## src/rtl/crypto_mmio_unit.sv

```systemverilog
// Memory-mapped rotate/XOR cipher coprocessor with TRNG key capture and done interrupt.
// Optional decrypt mode is compiled in when CRYPTO_DECRYPT_EN is defined.
module crypto_mmio_unit #(
  parameter int unsigned DATA_W = 10,
  parameter int unsigned ROUNDS = 4
) (
  input  logic              clk,
  input  logic              reset,
  input  logic              sel,
  input  logic              we,
  input  logic [3:0]        addr,
  input  logic [31:0]       wdata,
  output logic [31:0]       rdata,
  input  logic [DATA_W-1:0] trng_data,
  input  logic              trng_ready,
  output logic              irq
);

  localparam int unsigned IW = (ROUNDS > 1) ? $clog2(ROUNDS) : 1;
  localparam logic [IW-1:0] LAST_RND = IW'(ROUNDS - 1);

  localparam logic [3:0] ADDR_CTRL = 4'h0;
  localparam logic [3:0] ADDR_PT   = 4'h4;
  localparam logic [3:0] ADDR_CT   = 4'h8;
  localparam logic [3:0] ADDR_KEY  = 4'hC;

  typedef enum logic [1:0] {StIdle, StRun, StDone} state_e;

  state_e            state_q, state_d;
  logic [DATA_W-1:0] key_q, key_d, pt_q, pt_d, ct_q, ct_d;
  logic [DATA_W-1:0] s_q, s_d, k_q, k_d;
  logic [IW-1:0]     i_q, i_d;
  logic              key_valid_q, key_valid_d, done_q, done_d, err_q, err_d;
  logic              irq_en_q, irq_en_d, cap_arm_q, cap_arm_d;

  logic              wr, ctrl_wr, start_req, busy, start_dec, last;
  logic [DATA_W-1:0] rk, s_next;

`ifdef CRYPTO_DECRYPT_EN
  logic dec_q, dec_d;
  assign start_dec = wdata[2];
`else
  logic dec_q;
  assign dec_q     = 1'b0;
  assign start_dec = 1'b0;
`endif

  function automatic logic [DATA_W-1:0] rotl(input logic [DATA_W-1:0] x, input int unsigned n);
    logic [2*DATA_W-1:0] t;
    t = {x, x} << (n % DATA_W);
    return t[2*DATA_W-1:DATA_W];
  endfunction

  function automatic logic [DATA_W-1:0] rotl1(input logic [DATA_W-1:0] x);
    return {x[DATA_W-2:0], x[DATA_W-1]};
  endfunction

  function automatic logic [DATA_W-1:0] rotr1(input logic [DATA_W-1:0] x);
    return {x[0], x[DATA_W-1:1]};
  endfunction

  assign wr        = sel & we;
  assign ctrl_wr   = wr && (addr == ADDR_CTRL);
  assign start_req = ctrl_wr && wdata[0];
  assign busy      = (state_q == StRun);
  assign irq       = done_q & irq_en_q;

  // Decrypt walks the round index downwards, so the final round is index 0.
  assign rk     = rotl(k_q, 32'(i_q));
  assign s_next = dec_q ? (rotr1(s_q) ^ rk) : rotl1(s_q ^ rk);
  assign last   = dec_q ? (i_q == '0) : (i_q == LAST_RND);

  always_comb begin
    state_d     = state_q;
    key_d       = key_q;
    pt_d        = pt_q;
    ct_d        = ct_q;
    s_d         = s_q;
    k_d         = k_q;
    i_d         = i_q;
    key_valid_d = key_valid_q;
    done_d      = done_q;
    err_d       = err_q;
    irq_en_d    = irq_en_q;
    cap_arm_d   = cap_arm_q;
`ifdef CRYPTO_DECRYPT_EN
    dec_d       = dec_q;
`endif

    if (wr && addr == ADDR_PT) pt_d = wdata[DATA_W-1:0];

    // A CPU key write beats a simultaneous capture and leaves the capture armed.
    if (wr && addr == ADDR_KEY && !busy) begin
      key_d       = wdata[DATA_W-1:0];
      key_valid_d = 1'b1;
    end else if (cap_arm_q && trng_ready && !busy) begin
      key_d       = trng_data;
      key_valid_d = 1'b1;
      cap_arm_d   = 1'b0;
    end

    if (ctrl_wr) begin
      irq_en_d = wdata[4];
      if (wdata[1]) cap_arm_d = 1'b1;
      if (wdata[3]) begin
        done_d = 1'b0;
        err_d  = 1'b0;
        if (state_q == StDone) state_d = StIdle;
      end
    end

    unique case (state_q)
      StIdle, StDone: begin
        if (start_req) begin
          if (key_valid_q) begin
            s_d     = pt_q;
            k_d     = key_q;
            i_d     = start_dec ? LAST_RND : '0;
            done_d  = 1'b0;
            err_d   = 1'b0;
            state_d = StRun;
`ifdef CRYPTO_DECRYPT_EN
            dec_d   = wdata[2];
`endif
          end else begin
            err_d = 1'b1;
          end
        end
      end
      StRun: begin
        s_d = s_next;
        if (last) begin
          ct_d    = s_next;
          done_d  = 1'b1;
          state_d = StDone;
        end else begin
          i_d = dec_q ? (i_q - 1'b1) : (i_q + 1'b1);
        end
      end
      default: state_d = StIdle;
    endcase
  end

  always_ff @(posedge clk or posedge reset) begin
    if (reset) begin
      state_q     <= StIdle;
      key_q       <= '0;
      pt_q        <= '0;
      ct_q        <= '0;
      s_q         <= '0;
      k_q         <= '0;
      i_q         <= '0;
      key_valid_q <= 1'b0;
      done_q      <= 1'b0;
      err_q       <= 1'b0;
      irq_en_q    <= 1'b0;
      cap_arm_q   <= 1'b0;
`ifdef CRYPTO_DECRYPT_EN
      dec_q       <= 1'b0;
`endif
    end else begin
      state_q     <= state_d;
      key_q       <= key_d;
      pt_q        <= pt_d;
      ct_q        <= ct_d;
      s_q         <= s_d;
      k_q         <= k_d;
      i_q         <= i_d;
      key_valid_q <= key_valid_d;
      done_q      <= done_d;
      err_q       <= err_d;
      irq_en_q    <= irq_en_d;
      cap_arm_q   <= cap_arm_d;
`ifdef CRYPTO_DECRYPT_EN
      dec_q       <= dec_d;
`endif
    end
  end

  always_comb begin
    rdata = '0;
    if (sel) begin
      case (addr)
        ADDR_CTRL: begin
          rdata[0] = busy;
          rdata[1] = done_q;
          rdata[2] = key_valid_q;
          rdata[3] = err_q;
          rdata[4] = irq_en_q;
          rdata[5] = cap_arm_q;
          rdata[6] = dec_q;
        end
        ADDR_PT:  rdata[DATA_W-1:0] = pt_q;
        ADDR_CT:  rdata[DATA_W-1:0] = ct_q;
        ADDR_KEY: rdata[DATA_W-1:0] = key_q;
        default:  rdata = '0;
      endcase
    end
  end

  // Upper write-data bits (and unused CTRL bits) are intentionally ignored.
  logic unused_wdata;
  assign unused_wdata = ^wdata;

endmodule
```

## config.mk

```make
export PLATFORM = sky130hd
export DESIGN_NAME = crypto_mmio_unit
export DESIGN_NICKNAME = d
export VERILOG_FILES = /design/src/rtl/crypto_mmio_unit.sv
export SDC_FILE = /design/constraint.sdc
export NUM_CORES = 1
export LEC_CHECK = 0
export CORE_MARGIN = 2
export CORE_UTILIZATION = 49
export CTS_CLUSTER_SIZE = 10
export DETAILED_ROUTE_END_ITERATION = 10
export PLACE_DENSITY_LB_ADDON = 0.08
export SYNTH_ARGS = -nofsm -noshare
export SYNTH_HDL_FRONTEND = slang
export SYNTH_SLANG_ARGS = --single-unit
```

## constraint.sdc

```tcl
create_clock -name clk -period 2 [get_ports clk]
set_input_delay 0.2 -clock clk [delete_from_list [all_inputs] [get_ports clk]]
set_output_delay 0.2 -clock clk [all_outputs]
set_load 0.05 [all_outputs]
```

==> results of run 1 <==
[layout make-up]
cell class	instances	share of cell area, %
multi-input combinational	199	36.66
sequential	59	36.17
timing repair buffer	68	19.19
clock buffer	11	3.464
tap	77	2.361
inverter	16	1.471
clock inverter	4	0.6744
[worst max path at each step]
stage / cells past startpoint / startpoint / end
floorplan: 4 / addr[2] / rdata[6]
global placement: 6 / addr[2] / k_q[8]
detailed placement: 6 / addr[2] / k_q[8]
CTS: 8 / addr[0] / rdata[3]
global route: 6 / addr[3] / rdata[6]
finish: 6 / addr[3] / rdata[9]
[power groups by stage]
stage,registers (uW),clock network (uW),logic (uW)
after floorplan,1600,0,729
after global placement,1720,0,927
after detailed placement,1730,0,941
after CTS,1710,964,951
after global routing,1740,1030,1040
final,1710,947,945
[per-stage QoR]
| stage | total power [uW] | setup WS [ns] | util, % |
|---|---|---|---|
| global placement | 2643 | -0.1227 | 61.85 |
| floorplan | 2326 | 0.02030 | - |
| CTS | 3626 | 0.02681 | 64.98 |
| global route | 3801 | 0.01015 | 65.02 |
| finish | 3603 | 0.07387 | 65.02 |
| detailed placement | 2671 | -0.1133 | 61.85 |
[layout by cell type, fill, tap and decap left out, types with 2 or more instances in the layout]
cell type / synthesis / routed
or2_2: 3 / 3
nand2_1: 24 / 24
a21oi_2: 0 / 6
buf_12: 0 / 16
a221o_1: 10 / 10
clkbuf_8: 0 / 10
conb_1: 1 / 22
dlygate4sd2_1: 0 / 2
inv_1: 16 / 15
clkinvlp_4: 0 / 3
o21ai_0: 29 / 29
buf_4: 23 / 23
clkdlybuf4s50_1: 0 / 26
a222oi_1: 4 / 4
a22oi_1: 16 / 16
nor2_1: 18 / 17
mux4_2: 10 / 10
mux2_2: 25 / 25
a21oi_1: 8 / 2
or3_1: 2 / 2
nor2b_1: 3 / 3
xnor2_1: 10 / 10
dfrtp_1: 59 / 59
[cell usage after synthesis]
master | number | area [um^2]
a21oi_1 | 8 | 40.04
nand3b_1 | 1 | 7.510
inv_1 | 16 | 60.06
mux4_2 | 10 | 225.2
o21bai_1 | 1 | 7.510
clkbuf_1 | 9 | 33.78
a311oi_1 | 1 | 8.760
a222oi_1 | 4 | 40.04
a22oi_1 | 16 | 120.1
nor3b_1 | 1 | 7.510
nor2_2 | 1 | 6.260
buf_2 | 4 | 20.02
o22ai_1 | 1 | 6.260
and4bb_2 | 1 | 12.51
o21a_1 | 1 | 7.510
nor2b_1 | 3 | 18.77
and2_1 | 1 | 6.260
ha_1 | 1 | 12.51
o41ai_1 | 1 | 8.760
dfrtp_1 | 59 | 1476
or2_2 | 3 | 18.77
nand2_1 | 24 | 90.09
nor4_4 | 1 | 21.27
and3_1 | 1 | 6.260
nor2_1 | 18 | 67.56
or3_4 | 1 | 11.26
a221o_1 | 10 | 100.1
mux2_2 | 25 | 281.5
conb_1 | 1 | 3.750
o21ai_0 | 29 | 145.1
nand2b_1 | 1 | 6.260
buf_4 | 23 | 172.7
or3_1 | 2 | 12.51
xnor2_1 | 10 | 87.58
[critical path: cells and delay by family]
family          cells  cell delay (ns)
compound gates      1             0.30
simple gates        2             0.44
buf+inv             3             0.79
[layer usage]
metal | routed length (um) | vias to the layer above | global-route usage (%) | share of wire [%]
li1 | - | 1124 | - | -
met1 | 3583 | 1232 | 33.57 | 45
met2 | 3963 | 57 | 38.10 | 50
met3 | 267 | 10 | 4.425 | 3.4
met4 | 126 | 0 | 7.918 | 1.6
met5 | 0 | - | 0 | 0
[timing repair]
action / 4_1_cts / 5_1_grt
setup endpoints to repair: 10 / 10
resized for setup: 6 / 1
cloned: 1 / 0
buffers inserted: 2 / 0
pin swaps: 8 / 1
[flip-flops by register name, summed over array words and instances (netlist names)]
name and cells:
cap_arm_q 1, key_q 10, pt_q 10, ct_q 10, k_q 10, done_q 1
s_q 10, state_q 2, key_valid_q 1, i_q 2, err_q 1, irq_en_q 1
[kinds of logic (layout without fill, tap and decap cells)]
| kind of cell | after synthesis | after routing |
|---|---|---|
| buffers and inverters | 52 | 99 |
| other | 1 | 22 |
| xor gates and xnor gates | 10 | 10 |
| and+or+nand+nor | 59 | 59 |
| adders and majority gates | 1 | 1 |
| muxes | 35 | 35 |
| AOI/OAI and AO/OA | 72 | 72 |
| DFF | 59 | 59 |
==> flow_metrics.env, run 1 <==
export IMPL_grt_setup_unrepaired="no"
export IMPL_r2r_start="i_q[0]"
export IMPL_internal_power_uw=2388
export IMPL_drtIter0Drc=173
export IMPL_cp_arrival_ns=1.73
export IMPL_ant_nets=0
export IMPL_crit_type="in -> out"
export IMPL_layout_cells_non_filler=434
export IMPL_hpwl_um=5711
export IMPL_clock_latency_ns=0.33
export IMPL_crit_path_cell_trace="clkdlybuf4s50_1, and4bb_2, buf_12, a222oi_1, nor2_1, buf_12"
export IMPL_regToRegEndpoint="s_q[5]"
export IMPL_cp_common_cell="buf_12"
export IMPL_crit_fanout=9
export IMPL_synth_area_per_cell_um2=10.90
export IMPL_nNetsFinal=405
export IMPL_status="finished clean"
export IMPL_nFillCells=511
export IMPL_fin_hold_ws_ns=0.2304
export IMPL_grt_antenna_before_repair=0
export IMPL_min_period_ns=1.926
export IMPL_drv_slew=0
export IMPL_routed_wl_um=7940
export IMPL_fmax_ghz=0.5192
export IMPL_setup_viol=0
export IMPL_clk_pin_slew_ns=0.07
export IMPL_synthAdderAreaFrac_pct=0.3971
export IMPL_startpoint_type="primary input"
export IMPL_multiInputGateArea_mm2=0.001496
export IMPL_placed_cell_area_mm2=0.003882
export IMPL_combPwrFrac_pct=26.2
export IMPL_tightest_slew_ns=0.7257
export IMPL_cts_sinks=59
export IMPL_p_sw_uw=1215
export IMPL_cap_violations=0
export IMPL_cts_root_buf="clkbuf_8"
export IMPL_dieWidth_um=84.19
export IMPL_slowest_stage="clkdlybuf4s50_1"
export IMPL_ys_types=34
export IMPL_leakagePower_uw=0.001754
export IMPL_seqPwrFrac_pct=47.5
export IMPL_syn_instance_count=289
export IMPL_clock_skew_ns=0.009033
export IMPL_grt_pass1_wl_um=12910
export IMPL_area_growth_pct=29.55
export IMPL_numCtsBuffers=9
export IMPL_ys_seq_area_share_pct=46.86
export IMPL_vias=2423
export IMPL_grt_usage_pct=23.98
export IMPL_start_util_pct=50.19
export IMPL_drc=0
export IMPL_htreeDepth=3
export IMPL_stdcell_area_mm2=0.004081
export IMPL_ctsHoldBuffers=0
export IMPL_post_drt_wl_per_cell_um=18.29
export IMPL_clock_path_buffers=2
export IMPL_grt_max_degree=60
export IMPL_critPathMaxStageDelay_ns=0.48
export IMPL_synth_top_family_by_area="multiplexers"
export IMPL_dp_cells=416
export IMPL_irDropWorstVdd_mv=0.5218
export IMPL_muxShareOfSynthArea_pct=16.08
export IMPL_cp_required_ns=1.80
export IMPL_maxSlewHeadroom_pct=51.52
export IMPL_clkPwrFrac_pct=26.3
export IMPL_grt_ovfl_total=0
export IMPL_power_density_mw_per_mm2=882.7
export IMPL_die_h_um=84.19
export IMPL_synth_xor_area_share_pct=2.780
export IMPL_layout_area_seq_mm2=0.001476
export IMPL_io_pins=84
export IMPL_r2r_setup_slack_ns=0.21
export IMPL_synth_compound_area_share_pct=15.37
export IMPL_vias_per_cell=5.583
export IMPL_timing_final_crit_share_pct=96.31
export IMPL_rows=29
export IMPL_hp_class="in -> async"
export IMPL_die_area_mm2=0.007087
export IMPL_setup_tns_ns=0
export IMPL_port_buffers=39
export IMPL_synth_simple_area_share_pct=9.293
export IMPL_ys_ff_latch=59
export IMPL_cts_tree="done"
export IMPL_drive_gt1_share_pct=28.85
export IMPL_critPathCaptureType="primary output"
export IMPL_grt_pass1_vias=2433
export IMPL_reg2reg_depth=5
export IMPL_yosys_warnings=0
export IMPL_gp_congestion=0.7954
export IMPL_finalHoldViolCount=0
export IMPL_swShare_pct=33.73
export IMPL_diodes=0
export IMPL_synth_area_mm2=0.003151
export IMPL_core_mm2=0.006277
export IMPL_dr_pass1_iters=5
Power figures use the tool's default switching activity.
==> run 2, diff against run 1 <==
- clock period: 2 -> 2.1 ns (I/O delays scaled with it)
==> run 2 against run 1 <==
  * Die area unchanged
  * Routed wire length rose by 1.5%
  * Sequential power decreased by 4%
  * Utilization grew 1.0 points
  * Clock skew grew 0.0022 ns
  * Critical path depth rose by 1
  * Sequential cell count stayed put
  * Non-clock buffer count grew 4
  * Power down 2.7%
  * Register-to-register slack about the same
  * Hold slack better by 0.0091 ns
  * Combinational power fell by 4.4%
  * Critical path type unchanged
==> flow_metrics.env, run 2 (synthesis gave the netlist of run 1 again) <==
export IMPL_power_density_mw_per_mm2=846.1
export IMPL_layout_common_cells="dfrtp_1 (59), o21ai_0 (29), clkdlybuf4s50_1 (27)"
export IMPL_startpoint_type="primary input"
export IMPL_grt_max_degree=24
export IMPL_dr_pass1_iters=4
export IMPL_cts_root_buf="clkbuf_8"
export IMPL_core_mm2=0.006277
export IMPL_worst_path_stages=7
export IMPL_post_drt_wl_per_cell_um=18.36
export IMPL_crit_buf_inv=3
export IMPL_finalHoldViolCount=0
export IMPL_fmax_ghz=0.4869
export IMPL_rows=29
export IMPL_numCtsBuffers=9
export IMPL_port_buffers=39
export IMPL_grt_antenna_before_repair=0
export IMPL_htreeDepth=3
export IMPL_vias=2476
export IMPL_grt_ovfl_total=0
export IMPL_placed_cell_area_mm2=0.003877
export IMPL_crit_fanout=5
export IMPL_leakagePower_uw=0.001807
export IMPL_cts_sinks=59
export IMPL_area_growth_pct=31.57
export IMPL_start_util_pct=50.19
export IMPL_cp_required_ns=1.89
export IMPL_hp_class="in -> async"
export IMPL_timing_final_crit_share_pct=97.80
export IMPL_ctsHoldBuffers=0
export IMPL_grt_pass1_vias=2504
export IMPL_cts_tree="done"
export IMPL_drv_slew=0
export IMPL_crit_type="in -> out"
export IMPL_maxSlewHeadroom_pct=65.19
export IMPL_status="finished clean"
export IMPL_dr_wl_met2_um=3994
export IMPL_clock_path_buffers=2
export IMPL_crit_path_cell_trace="clkdlybuf4s50_1, or3_4, nor2_4, buf_6, a22oi_1, a21oi_2, buf_12"
export IMPL_critPathCaptureType="primary output"
export IMPL_fin_total_pwr_uw=3507
export IMPL_stdcell_area_mm2=0.004145
export IMPL_crit_start="addr[2]"
export IMPL_routed_wl_um=8059
export IMPL_clock_skew_ns=0.01124
export IMPL_irDropWorstVdd_mv=0.5455
export IMPL_drtIter0Drc=138
export IMPL_drive_gt1_share_pct=30.11
export IMPL_ant_nets=0
export IMPL_die_h_um=84.19
export IMPL_met3_wirelength_um=372
export IMPL_r2r_start="i_q[0]"
export IMPL_diodes=0
export IMPL_tightest_slew_ns=0.5214
export IMPL_grt_pass1_wl_um=12810
export IMPL_setup_viol=0
export IMPL_min_period_ns=2.054
export IMPL_vias_per_cell=5.640
export IMPL_clock_latency_ns=0.34
export IMPL_nNetsFinal=409
export IMPL_setup_tns_ns=0
export IMPL_reg2reg_depth=5
export IMPL_slowest_stage="clkdlybuf4s50_1"
export IMPL_maxUsedRoutingLayer="met4"
export IMPL_gp_congestion=0.8131
export IMPL_io_pins=84
export IMPL_final_common_cell="dfrtp_1"
export IMPL_grt_usage_pct=23.61
export IMPL_dieWidth_um=84.19
export IMPL_hpwl_um=5887
export IMPL_cp_arrival_ns=1.84
export IMPL_die_area_mm2=0.007087
export IMPL_wirelength_met1_um=3481
export IMPL_clk_pin_slew_ns=0.06
export IMPL_critPathMaxStageDelay_ns=0.44
export IMPL_cap_violations=0
export IMPL_crit_family="buffers and inverters"
export IMPL_drc=0
[run 2: cell types whose count changed in the layout (fill, tap and decap cells not counted), moves of 2 or more]
| cell | before | now |
|---|---|---|
| buf_6 | 0 | 3 |
| clkbuf_16 | 0 | 2 |
| buf_12 | 16 | 13 |
| clkinvlp_4 | 3 | 0 |
| buf_4 | 23 | 25 |
| dlygate4sd2_1 | 2 | 0 |
| clkbuf_8 | 10 | 12 |
| clkinv_2 | 1 | 3 |
[run 2: metal layers]
| metal | track usage, % | vias to the layer above |
|---|---|---|
| met5 | 0 | - |
| li1 | - | 1133 |
| met3 | 5.605 | 16 |
| met1 | 31.07 | 1248 |
| met2 | 38.31 | 79 |
| met4 | 8.798 | 0 |
[run 2: stage by stage]
step | hold WS (ns) | util, % | setup WS (ns) | cells
4_1_cts | 0.2511 | 64.78 | 0.02385 | 433
3_5_place_dp | 0.4722 | 61.77 | -0.005560 | 417
3_3_place_gp | 0.4671 | 61.77 | -0.004281 | 417
2_1_floorplan | 0.3491 | - | 0.1003 | 310
5_1_grt | 0.2637 | 66.04 | -0.01761 | 439
6_report | 0.2395 | 66.04 | 0.04619 | 439
[run 2: final cells by class]
| cell class | count | area (um^2) |
|---|---|---|
| sequential | 59 | 1476 |
| inverter | 16 | 60.06 |
| clock buffer | 12 | 165.2 |
| tap | 77 | 96.34 |
| multi-input combinational | 199 | 1496 |
| clock inverter | 4 | 23.77 |
| timing repair buffer | 72 | 827.0 |
| fill | 498 | 2132 |
[run 2: path summary, 6_finish.rpt]
kind | end | slack (ns)
max | rdata[3] | 0.05
min | pt_q[8] | 0.24
max reg2reg | s_q[7] | 0.20
min reg2reg | ct_q[5] | 0.49
max in group asynchronous | pt_q[6] | 1.24
min in group clk | ct_q[5] | 0.49
[run 2: worst register-to-register path: stages, from the launching register on]
cell and delay (ns):
dfrtp_1 0.48, buf_12 0.18, mux4_2 0.52, xnor2_1 0.26
nor2_1 0.08, a221o_1 0.27
[run 2: timing repair]
action / 4_1_cts / 5_1_grt
hold endpoints to repair: 0 / 0
buffers inserted: 0 / 5
resized for setup: 0 / 11
setup endpoints to repair: 0 / 6
[run 2: power by group]
part / switching, uW / total [uW] / leakage, uW / internal [uW]
Combinational: 439 / 903 / 0.000932 / 464
Clock: 449 / 969 / 0.000102 / 520
Sequential: 267 / 1640 / 0.000773 / 1370
Total: 1160 / 3510 / 0.00181 / 2350
==> run 3, diff against run 2 <==
- CELL_PAD_IN_SITES_DETAIL_PLACEMENT: not set -> 1
- CELL_PAD_IN_SITES_GLOBAL_PLACEMENT: not set -> 1
- CORE_UTILIZATION: 49 -> 37
==> run 3 against run 2 <==
  * Clock power grew 6%
  * Critical path depth shrank 1
  * First-iteration DRC count shrank 4.3%
  * Setup slack gained 0.10 ns
  * Cell area shrank 0.36%
  * Die area grew 31%
  * Register-to-register slack gained 0.10 ns
  * Critical path type unchanged
  * Highest routed layer unchanged
==> flow_metrics.env, run 3 (synthesis gave the netlist of run 1 again) <==
export IMPL_cts_tree="done"
export IMPL_grt_util_met3_pct=3.837
export IMPL_hpwl_um=6399
export IMPL_status="finished clean"
export IMPL_tightest_slew_ns=0.7969
export IMPL_drtIter0Drc=132
export IMPL_cts_sinks=59
export IMPL_layout_area_seq_mm2=0.001476
export IMPL_die_area_mm2=0.009269
export IMPL_maxSlewHeadroom_pct=46.77
export IMPL_clock_latency_ns=0.34
export IMPL_ctsHoldBuffers=0
export IMPL_clk_pin_slew_ns=0.07
export IMPL_grt_pass1_vias=2620
export IMPL_vias=2426
export IMPL_r2r_setup_slack_ns=0.30
export IMPL_regToRegEndpoint="s_q[0]"
export IMPL_crit_path_cell_trace="clkdlybuf4s50_1, and4bb_2, buf_12, a222oi_1, nor2_1, clkbuf_16"
export IMPL_crit_fanout=8
export IMPL_gp_congestion=0.7366
export IMPL_dr_pass1_iters=4
export IMPL_clock_path_buffers=2
export IMPL_io_pins=84
export IMPL_final_common_cell="dfrtp_1"
export IMPL_slowest_stage="clkdlybuf4s50_1"
export IMPL_cp_required_ns=1.89
export IMPL_irDropWorstVdd_mv=0.4331
export IMPL_fmax_ghz=0.5119
export IMPL_start_util_pct=38.34
export IMPL_nFillCells=864
export IMPL_clock_skew_ns=0.01455
export IMPL_crit_start="addr[3]"
export IMPL_hp_class="in -> async"
export IMPL_diodes=0
export IMPL_crit_type="in -> out"
export IMPL_port_buffers=39
export IMPL_area_growth_pct=31.10
export IMPL_min_period_ns=1.954
export IMPL_cp_arrival_ns=1.74
export IMPL_fin_util_pct=50.27
export IMPL_post_drt_wl_per_cell_um=19.44
export IMPL_setup_viol=0
export IMPL_use_met2_pct=36.28
export IMPL_ant_nets=0
export IMPL_rows=33
export IMPL_grt_setup_unrepaired="no"
export IMPL_drv_slew=0
export IMPL_grt_pass1_wl_um=14470
export IMPL_dieWidth_um=96.28
export IMPL_drc=0
export IMPL_power_density_mw_per_mm2=863.5
export IMPL_crit_buf_inv=3
export IMPL_critPathMaxStageDelay_ns=0.47
export IMPL_cap_violations=0
export IMPL_cts_root_buf="clkbuf_8"
export IMPL_worst_path_stages=6
export IMPL_leakagePower_uw=0.001781
export IMPL_finalHoldViolCount=0
export IMPL_numCtsBuffers=9
export IMPL_grt_max_degree=60
export IMPL_vias_per_cell=5.262
export IMPL_grt_antenna_before_repair=0
export IMPL_grt_usage_pct=21.59
export IMPL_reg2reg_depth=5
export IMPL_routed_wl_um=8962
export IMPL_htreeDepth=3
export IMPL_crit_family="buffers and inverters"
export IMPL_timing_final_crit_share_pct=93.03
export IMPL_r2r_start="i_q[0]"
export IMPL_core_mm2=0.008217
export IMPL_fin_hold_ws_ns=0.2547
export IMPL_die_h_um=96.28
export IMPL_endpoint="rdata[6]"
export IMPL_drive_gt1_share_pct=28.65
export IMPL_critPathCaptureType="primary output"
export IMPL_multiInputGateArea_mm2=0.001496
export IMPL_layout_common_cells="dfrtp_1 (59), o21ai_0 (29), clkdlybuf4s50_1 (26)"
export IMPL_grtUsageMet1_pct=28.32
export IMPL_nNetsFinal=403
export IMPL_busiest_layer="met2"
export IMPL_grt_ovfl_total=0
export IMPL_startpoint_type="primary input"
==> run 3: cell count changes in the layout (fill, tap and decap cells not counted), sizes merged <==
cell / previous run / this run
clkbuf: 14 / 12
bufinv: 0 / 1
clkdlybuf4s50: 27 / 26
dlymetal6s2s: 2 / 3
clkinvlp: 0 / 1
buf: 41 / 36
clkinv: 4 / 3
==> run 3: where the power goes <==
part	total, uW	switching, uW	internal, uW
sequential	1640	273	1370
clock	1030	455	574
combinational	895	444	452
total	3570	1170	2390
==> run 3: metal layers <==
metal | vias up | routed length (um)
met5 | - | 0
li1 | 1123 | -
met3 | 9 | 265
met2 | 47 | 4496
met1 | 1247 | 4103
met4 | 0 | 96
==> run 3: what timing repair did <==
item,CTS,global route
gates resized for setup,4,5
setup buffers,1,0
pin swaps,3,3
endpoints found under the setup margin,3,9
cloned,1,0
==> run 3: worst reg2reg max path, delay by kind of cell, from the launching register on <==
kind                   cells  cell delay (ns)
multiplexers               1             0.52
flip-flops                 1             0.38
XOR/XNOR                   1             0.28
AO/OA/AOI/OAI              1             0.28
buffers and inverters      1             0.16
AND/OR/NAND/NOR            1             0.07
==> run 3: per-stage QoR <==
stage	worst slack, ns	power [uW]	setup TNS, ns	cells	area, um^2
floorplan	0.1003	2215	0	310	3252
global placement	-0.04566	2522	-0.5355	443	3897
detailed placement	-0.07508	2553	-0.8931	443	3897
CTS	0.01846	3609	0	461	4114
global route	0.02958	3756	0	461	4130
finish	0.1464	3567	0	461	4130
==> run 3: final cells by class <==
cell class | count | area share [%]
Multi-Input combinational cell | 199 | 36.23
Sequential cell | 59 | 35.75
Timing Repair Buffer | 66 | 18.69
Clock buffer | 11 | 3.423
Tap cell | 105 | 3.181
Inverter | 16 | 1.454
Clock inverter | 5 | 1.272
==> run 3: worst min-delay path by stage <==
stage	from	to	slack, ns	cells after the start
6_report	reset	pt_q[7]	0.25	3
5_1_grt	reset	i_q[1]	0.31	3
4_1_cts	reset	i_q[1]	0.26	3
3_5_place_dp	ct_q[5]	ct_q[5]	0.48	2
3_3_place_gp	ct_q[5]	ct_q[5]	0.47	2
2_1_floorplan	trng_data[0]	key_q[0]	0.35	2
